$ cat src/rtl/clk_div_pkg.sv
// Shared constants and helpers for the multi-channel clock divider.
// Half-period H means the output toggles every H+1 system clock cycles.
package clk_div_pkg;

  localparam int unsigned SYS_CLK_HZ         = 50_000_000;
  localparam int unsigned DEFAULT_HALF_100HZ = 249_999;

  function automatic int unsigned half_for_hz(input int unsigned f);
    return SYS_CLK_HZ / (2 * f) - 1;
  endfunction

endpackage

$ cat src/rtl/clk_div_multi_if.sv
// Config port of clk_div_multi: one half-period write per valid/ready transfer.
// The slave drives cfg_ready combinationally from the selected channel's pending flag.
interface clk_div_multi_if #(
  parameter int CH_W  = 2,
  parameter int CNT_W = 24
);
  logic             cfg_valid;
  logic             cfg_ready;
  logic [CH_W-1:0]  cfg_ch;
  logic [CNT_W-1:0] cfg_half;

  modport master (output cfg_valid, cfg_ch, cfg_half, input cfg_ready);
  modport slave  (input cfg_valid, cfg_ch, cfg_half, output cfg_ready);
endinterface

$ cat src/rtl/clk_div_channel.sv
// One divider channel: registered square wave plus rising-edge tick, 1-cycle registered outputs.
// Accepts a new half-period only while nothing is pending (ready_o = ~pend).
module clk_div_channel import clk_div_pkg::*; #(
  parameter int          CNT_W    = 24,
  parameter int unsigned HALF_RST = DEFAULT_HALF_100HZ
) (
  input  logic             clk_i,
  input  logic             rst_i,
  input  logic             en_i,
  input  logic             load_i,
  input  logic [CNT_W-1:0] half_i,
  output logic             ready_o,
  output logic             clk_o,
  output logic             tick_o
);

  logic [CNT_W-1:0] cnt_q, cnt_d;
  logic [CNT_W-1:0] half_cur_q, half_cur_d;
  logic [CNT_W-1:0] half_nxt_q, half_nxt_d;
  logic             pend_q, pend_d;
  logic             out_q, out_d;
  logic             tick_q, tick_d;
  logic             boundary;

  assign boundary = en_i && (cnt_q == half_cur_q);

  always_comb begin
    cnt_d      = cnt_q;
    half_cur_d = half_cur_q;
    half_nxt_d = half_nxt_q;
    pend_d     = pend_q;
    out_d      = out_q;
    tick_d     = 1'b0;

    if (!en_i) begin
      cnt_d = '0;
      out_d = 1'b0;
    end else if (boundary) begin
      cnt_d  = '0;
      out_d  = ~out_q;
      tick_d = ~out_q;
    end else begin
      cnt_d = cnt_q + 1'b1;
    end

    // Pending value swaps in only where no half-period is in flight.
    if (pend_q && (!en_i || boundary)) begin
      half_cur_d = half_nxt_q;
      pend_d     = 1'b0;
    end

    if (load_i) begin
      half_nxt_d = half_i;
      pend_d     = 1'b1;
    end
  end

  always_ff @(posedge clk_i) begin
    if (rst_i) begin
      cnt_q      <= '0;
      half_cur_q <= CNT_W'(HALF_RST);
      half_nxt_q <= '0;
      pend_q     <= 1'b0;
      out_q      <= 1'b0;
      tick_q     <= 1'b0;
    end else begin
      cnt_q      <= cnt_d;
      half_cur_q <= half_cur_d;
      half_nxt_q <= half_nxt_d;
      pend_q     <= pend_d;
      out_q      <= out_d;
      tick_q     <= tick_d;
    end
  end

  assign ready_o = ~pend_q;
  assign clk_o   = out_q;
  assign tick_o  = tick_q;

endmodule

$ cat src/rtl/clk_div_multi.sv
// NUM_CH independent clock dividers with a shared config port; outputs registered, 1-cycle latency.
// cfg_ready mirrors the addressed channel's free slot; out-of-range channels accept and discard.
module clk_div_multi import clk_div_pkg::*; #(
  parameter int          NUM_CH       = 4,
  parameter int          CNT_W        = 24,
  parameter int unsigned DEFAULT_HALF = DEFAULT_HALF_100HZ,
  parameter int          CH_W         = (NUM_CH > 1) ? $clog2(NUM_CH) : 1
) (
  input  logic              clk_50MHz,
  input  logic              rst,
  clk_div_multi_if.slave    cfg,
  input  logic [NUM_CH-1:0] ch_en,
  output logic [NUM_CH-1:0] clk_out,
  output logic [NUM_CH-1:0] tick
);

  logic [NUM_CH-1:0] ch_rdy;
  logic [NUM_CH-1:0] ch_load;
  logic              rdy_sel;

  always_comb begin
    rdy_sel = 1'b1;
    for (int i = 0; i < NUM_CH; i++) begin
      if (cfg.cfg_ch == CH_W'(i)) rdy_sel = ch_rdy[i];
    end
  end

  always_comb begin
    ch_load = '0;
    for (int i = 0; i < NUM_CH; i++) begin
      ch_load[i] = cfg.cfg_valid && rdy_sel && (cfg.cfg_ch == CH_W'(i));
    end
  end

  assign cfg.cfg_ready = rdy_sel;

  for (genvar g = 0; g < NUM_CH; g++) begin : g_ch
    clk_div_channel #(
      .CNT_W    (CNT_W),
      .HALF_RST (DEFAULT_HALF)
    ) u_ch (
      .clk_i   (clk_50MHz),
      .rst_i   (rst),
      .en_i    (ch_en[g]),
      .load_i  (ch_load[g]),
      .half_i  (cfg.cfg_half),
      .ready_o (ch_rdy[g]),
      .clk_o   (clk_out[g]),
      .tick_o  (tick[g])
    );
  end

endmodule

$ cat src/flat_wrapper.sv
// flat-port wrapper written by rule: the top's interface ports become plain ports
module clk_div_multi_flat import clk_div_pkg::*;
#(
  parameter int          NUM_CH       = 4,
  parameter int          CNT_W        = 24,
  parameter int unsigned DEFAULT_HALF = DEFAULT_HALF_100HZ,
  parameter int          CH_W         = (NUM_CH > 1) ? $clog2(NUM_CH) : 1
)
  (clk_50MHz, rst, ch_en, clk_out, tick, cfg_cfg_valid, cfg_cfg_ch, cfg_cfg_half, cfg_cfg_ready);
  clk_div_multi_if #(.CH_W(CH_W), .CNT_W(CNT_W)) cfg_i ();
  input  logic clk_50MHz;
  input  logic rst;
  input  logic [NUM_CH-1:0] ch_en;
  output logic [NUM_CH-1:0] clk_out;
  output logic [NUM_CH-1:0] tick;
  input wire logic [$bits(cfg_i.cfg_valid)-1:0] cfg_cfg_valid;
  input wire logic [$bits(cfg_i.cfg_ch)-1:0] cfg_cfg_ch;
  input wire logic [$bits(cfg_i.cfg_half)-1:0] cfg_cfg_half;
  output wire logic [$bits(cfg_i.cfg_ready)-1:0] cfg_cfg_ready;
  assign cfg_i.cfg_valid = cfg_cfg_valid;
  assign cfg_i.cfg_ch = cfg_cfg_ch;
  assign cfg_i.cfg_half = cfg_cfg_half;
  assign cfg_cfg_ready = cfg_i.cfg_ready;
  clk_div_multi #(.NUM_CH(NUM_CH), .CNT_W(CNT_W), .DEFAULT_HALF(DEFAULT_HALF), .CH_W(CH_W)) u_core (.clk_50MHz(clk_50MHz), .rst(rst), .cfg(cfg_i), .ch_en(ch_en), .clk_out(clk_out), .tick(tick));
endmodule
$ cat config.mk
export PLATFORM = sky130hd
export DESIGN_NAME = clk_div_multi_flat
export DESIGN_NICKNAME = d
export VERILOG_FILES = /design/src/rtl/clk_div_pkg.sv /design/src/rtl/clk_div_multi_if.sv /design/src/rtl/clk_div_channel.sv /design/src/rtl/clk_div_multi.sv /design/src/flat_wrapper.sv
export SDC_FILE = /design/constraint.sdc
export NUM_CORES = 1
export LEC_CHECK = 0
export ABC_AREA = 1
export BUFFER_PORTS_ARGS = -buffer_cell sky130_fd_sc_hd__buf_2
export CELL_PAD_IN_SITES_DETAIL_PLACEMENT = 1
export CELL_PAD_IN_SITES_GLOBAL_PLACEMENT = 2
export CORE_UTILIZATION = 35
export DETAILED_ROUTE_END_ITERATION = 16
export PLACE_DENSITY_LB_ADDON = 0.1
export SLEW_MARGIN = 30
export SYNTH_ARGS = -nofsm -noshare
export SYNTH_HDL_FRONTEND = slang
export SYNTH_HIERARCHICAL = 1
export SYNTH_SLANG_ARGS = --single-unit
$ cat constraint.sdc
create_clock -name clk_50MHz -period 2.3 [get_ports clk_50MHz]
set_input_delay 0.46 -clock clk_50MHz [delete_from_list [all_inputs] [get_ports clk_50MHz]]
set_output_delay 0.46 -clock clk_50MHz [all_outputs]
set_load 0.01 [all_outputs]
==> metrics.txt <==
final setup vio count=0; share of post-route cells with drive strength above 1=9.96%; area delta synth->final=15.1%; CP endpoint kind=output pin; Die Ht=204 microns; r2r worst-path depth=12; Place WS=0.269 ns; # Post-CTS Setup Buffers=0; fillers=5192; Tightest Pin Transition=0.462 ns; unique cell type count in the Yosys netlist=28; R2R Path Start=u_core/g_ch[2].u_ch/cnt_q[4]$_SDFF_PP0_; Detailed Place HPWL=31000 microns; Syn Nets=2181; clock skew=0.0160 ns; compound-gate portion of the synthesized area=9.86%; Post-Synth XOR/XNOR Area=1.96%; First DRT Iteration DRCs=592; total power=12600 uW; fin worst setup slack=0.263 ns; final antenna-violating net count=0; Worst Hold Class=in -> reg; Max IR drop VDD=548 uV; main combinational cell family by area after synthesis=simple AND/OR/NAND/NOR gates; PortBufs=41; RR Endpoint=u_core/g_ch[2].u_ch/half_cur_q[15]$_SDFFE_PP1P_; Tcrit/Tclk final=88.5%; Overflow after GRT=0; vias post-DR=13300; crit path time final=2.04 ns; Avg Vias per Cell=4.88; Adder-Cell Fraction of Synth Area=0.351%; Arr. time, crit path=1.58 ns; TritonCTS Sinks=300; post-synthesis sequential area ratio=42.1%; max cap viols=0; Syn Area/Cell=6.65 sq um; Worst R2R Setup Slack=0.28 ns; pin count of the biggest net entering global routing=50; setup TNS=0 ns; clock slew at reported path FFs=0.06 ns; CP Class=reg -> out; RSZ-0062 raised after global routing=no; core area=0.0400 sq mm; wire length per cell=15.5 microns; fin. max-slew vios=0; die area=0.0416 sq mm; initial antenna violation count=1; sequence of cells on the critical path=inv_1, or2_1, nor3b_1, buf_2; Slew HR=69.2%; ant diodes=0; hold path start=ch_en[2]; final hold vios=0; Cells after Synth=2144; hold depth=3; vias in the first global route=13300; Die W=204 microns; CTS tree=built; yosys warns=6; GPL Wtd Cong=0.808; H-tree Lvls=2; leak pwr=0.00694 uW; GRT Total Usage=20.8%; cts bufs inserted=38; first-pass GRT wire length=68900 microns; critical path fanouts, max=2; crit start category=flip-flop; status=complete, no violations; FMAX=491 MHz; Final #Nets=2218; PostCTS Resize Cnt=0; PwrDens=767 mW/mm^2; I/O Pins=42; multiplexer share of the synthesized area=0%; Initial Util=35.7%; FF+latch count, synth=300; std cell rows=73; Max stage delay on crit path=0.31 ns; Slowest-stage cell, CP=dfxtp_1; Root Driver=clkbuf_16; simple-gate share of the synthesized area=34.6%; CP Data Required Time=1.84 ns; drt total wl=42300 microns; CTS Buffer Depth=3; worst-skew pair later-pin latency=0.56 ns; Worst Hold End=u_core/g_ch[2].u_ch/clk_o$_SDFFE_PP0P_; TritonRoute pass-1 iters=4; CTS Hold Bufs=0; Cell Area, Synth=0.0143 sq mm; drc violations=0
-- cells in the mapped netlist --
cell type,n,area share (%)
inv_2,20,0.53
buf_6,4,0.32
a21oi_1,168,5.9
nor2_1,316,8.3
nand3_2,9,0.63
nand3_1,165,5.8
inv_1,268,7.1
nor2_2,10,0.44
o22ai_1,4,0.18
buf_2,4,0.14
nor3_1,49,1.7
buf_8,4,0.42
nand2_1,514,14
ha_1,4,0.35
buf_1,8,0.21
nor3b_1,9,0.47
xor2_1,28,1.7
or2_2,17,0.75
nand2_2,6,0.26
nand2_4,4,0.32
dfxtp_1,300,42
xnor2_1,4,0.25
o21ai_0,108,3.8
nor3_2,4,0.28
or2_1,1,0.044
clkbuf_1,44,1.2
buf_4,24,1.3
nand4_1,48,2.1
-- how the worst max path moves through the flow --
stage | cells after the start | slack, ns | end | start
final | 4 | 0.26 | cfg_cfg_ready | u_core/g_ch[3].u_ch/pend_q$_SDFFE_PP0P_
after global routing | 12 | 0.04 | u_core/g_ch[2].u_ch/half_cur_q[0]$_SDFFE_PP1P_ | u_core/g_ch[2].u_ch/cnt_q[5]$_SDFF_PP0_
after CTS | 4 | 0.23 | cfg_cfg_ready | u_core/g_ch[3].u_ch/pend_q$_SDFFE_PP0P_
after detailed placement | 12 | 0.27 | u_core/g_ch[2].u_ch/half_cur_q[15]$_SDFFE_PP1P_ | u_core/g_ch[2].u_ch/cnt_q[4]$_SDFF_PP0_
after global placement | 12 | 0.37 | u_core/g_ch[1].u_ch/half_cur_q[0]$_SDFFE_PP1P_ | u_core/g_ch[1].u_ch/cnt_q[9]$_SDFF_PP0_
after floorplan | 10 | 0.37 | u_core/g_ch[0].u_ch/half_nxt_q[10]$_SDFFE_PP0P_ | u_core/g_ch[2].u_ch/pend_q$_SDFFE_PP0P_
-- layer usage --
metal | vias up | wire (microns) | global-route usage (%)
met1 | 6330 | 20300 | 27.5
met2 | 117 | 20000 | 35.2
met4 | 0 | 773 | 5.99
met3 | 51 | 1290 | 3.06
met5 | - | 0 | 0
li1 | 6848 | - | -
-- final cells by class --
cell class | instances | area [sq um] | share of cell area (%)
multi-input cells | 1468 | 6680 | 40.7
flip-flops and latches | 300 | 6010 | 36.6
clock buffers | 50 | 1120 | 6.82
inverters | 288 | 1080 | 6.58
well taps | 525 | 657 | 4.00
repair buffers | 85 | 648 | 3.95
clock inverters | 18 | 231 | 1.41
-- cell usage in the layout (no fill, tap or decap), drive strengths merged --
cell type  count
clkinvlp       5
nor3          53
o21ai        108
o22ai          4
nand3        174
clkbuf        50
buf           85
xnor2          4
nor2         326
inv          289
or2           18
a21oi        168
bufinv         5
clkinv         7
nand2        524
nand4         48
nor3b          9
xor2          28
ha             4
dfxtp        300
-- power breakdown --
group	switching (uW)	internal (uW)
Clock	2430	3990
Combinational	494	239
Sequential	86.5	5350
-- per-stage QoR --
stage	utilization [%]	hold WS, ns	cells	instance area (sq um)
after global routing	41.0	0.182	2734	16400
after floorplan	-	0.434	2144	14300
after global placement	37.7	0.444	2666	15100
after detailed placement	37.7	0.450	2666	15100
after CTS	41.0	0.145	2734	16400
final	41.0	0.187	2734	16400
-- worst max-delay path, delay by kind of cell, from the launching register on --
family,cells,cell delay (ns)
and+or+nand+nor,2,0.41
DFF,1,0.31
buffers and inverters,2,0.30
-- kinds of logic after synthesis --
group,count (synthesis)
compound gates,280
xor+xnor,32
fa+ha+maj,4
buf+inv,376
flops,300
simple gates,1152
-- flip-flops by register name, summed over array words and instances (netlist names) --
| name | cells |
|---|---|
| u_core/g_ch.u_ch/clk_o | 4 |
| u_core/g_ch.u_ch/cnt_q | 96 |
| u_core/g_ch.u_ch/half_cur_q | 96 |
| u_core/g_ch.u_ch/half_nxt_q | 96 |
| u_core/g_ch.u_ch/pend_q | 4 |
| u_core/g_ch.u_ch/tick_o | 4 |
Note: power is estimated with default switching activity, not from simulation.
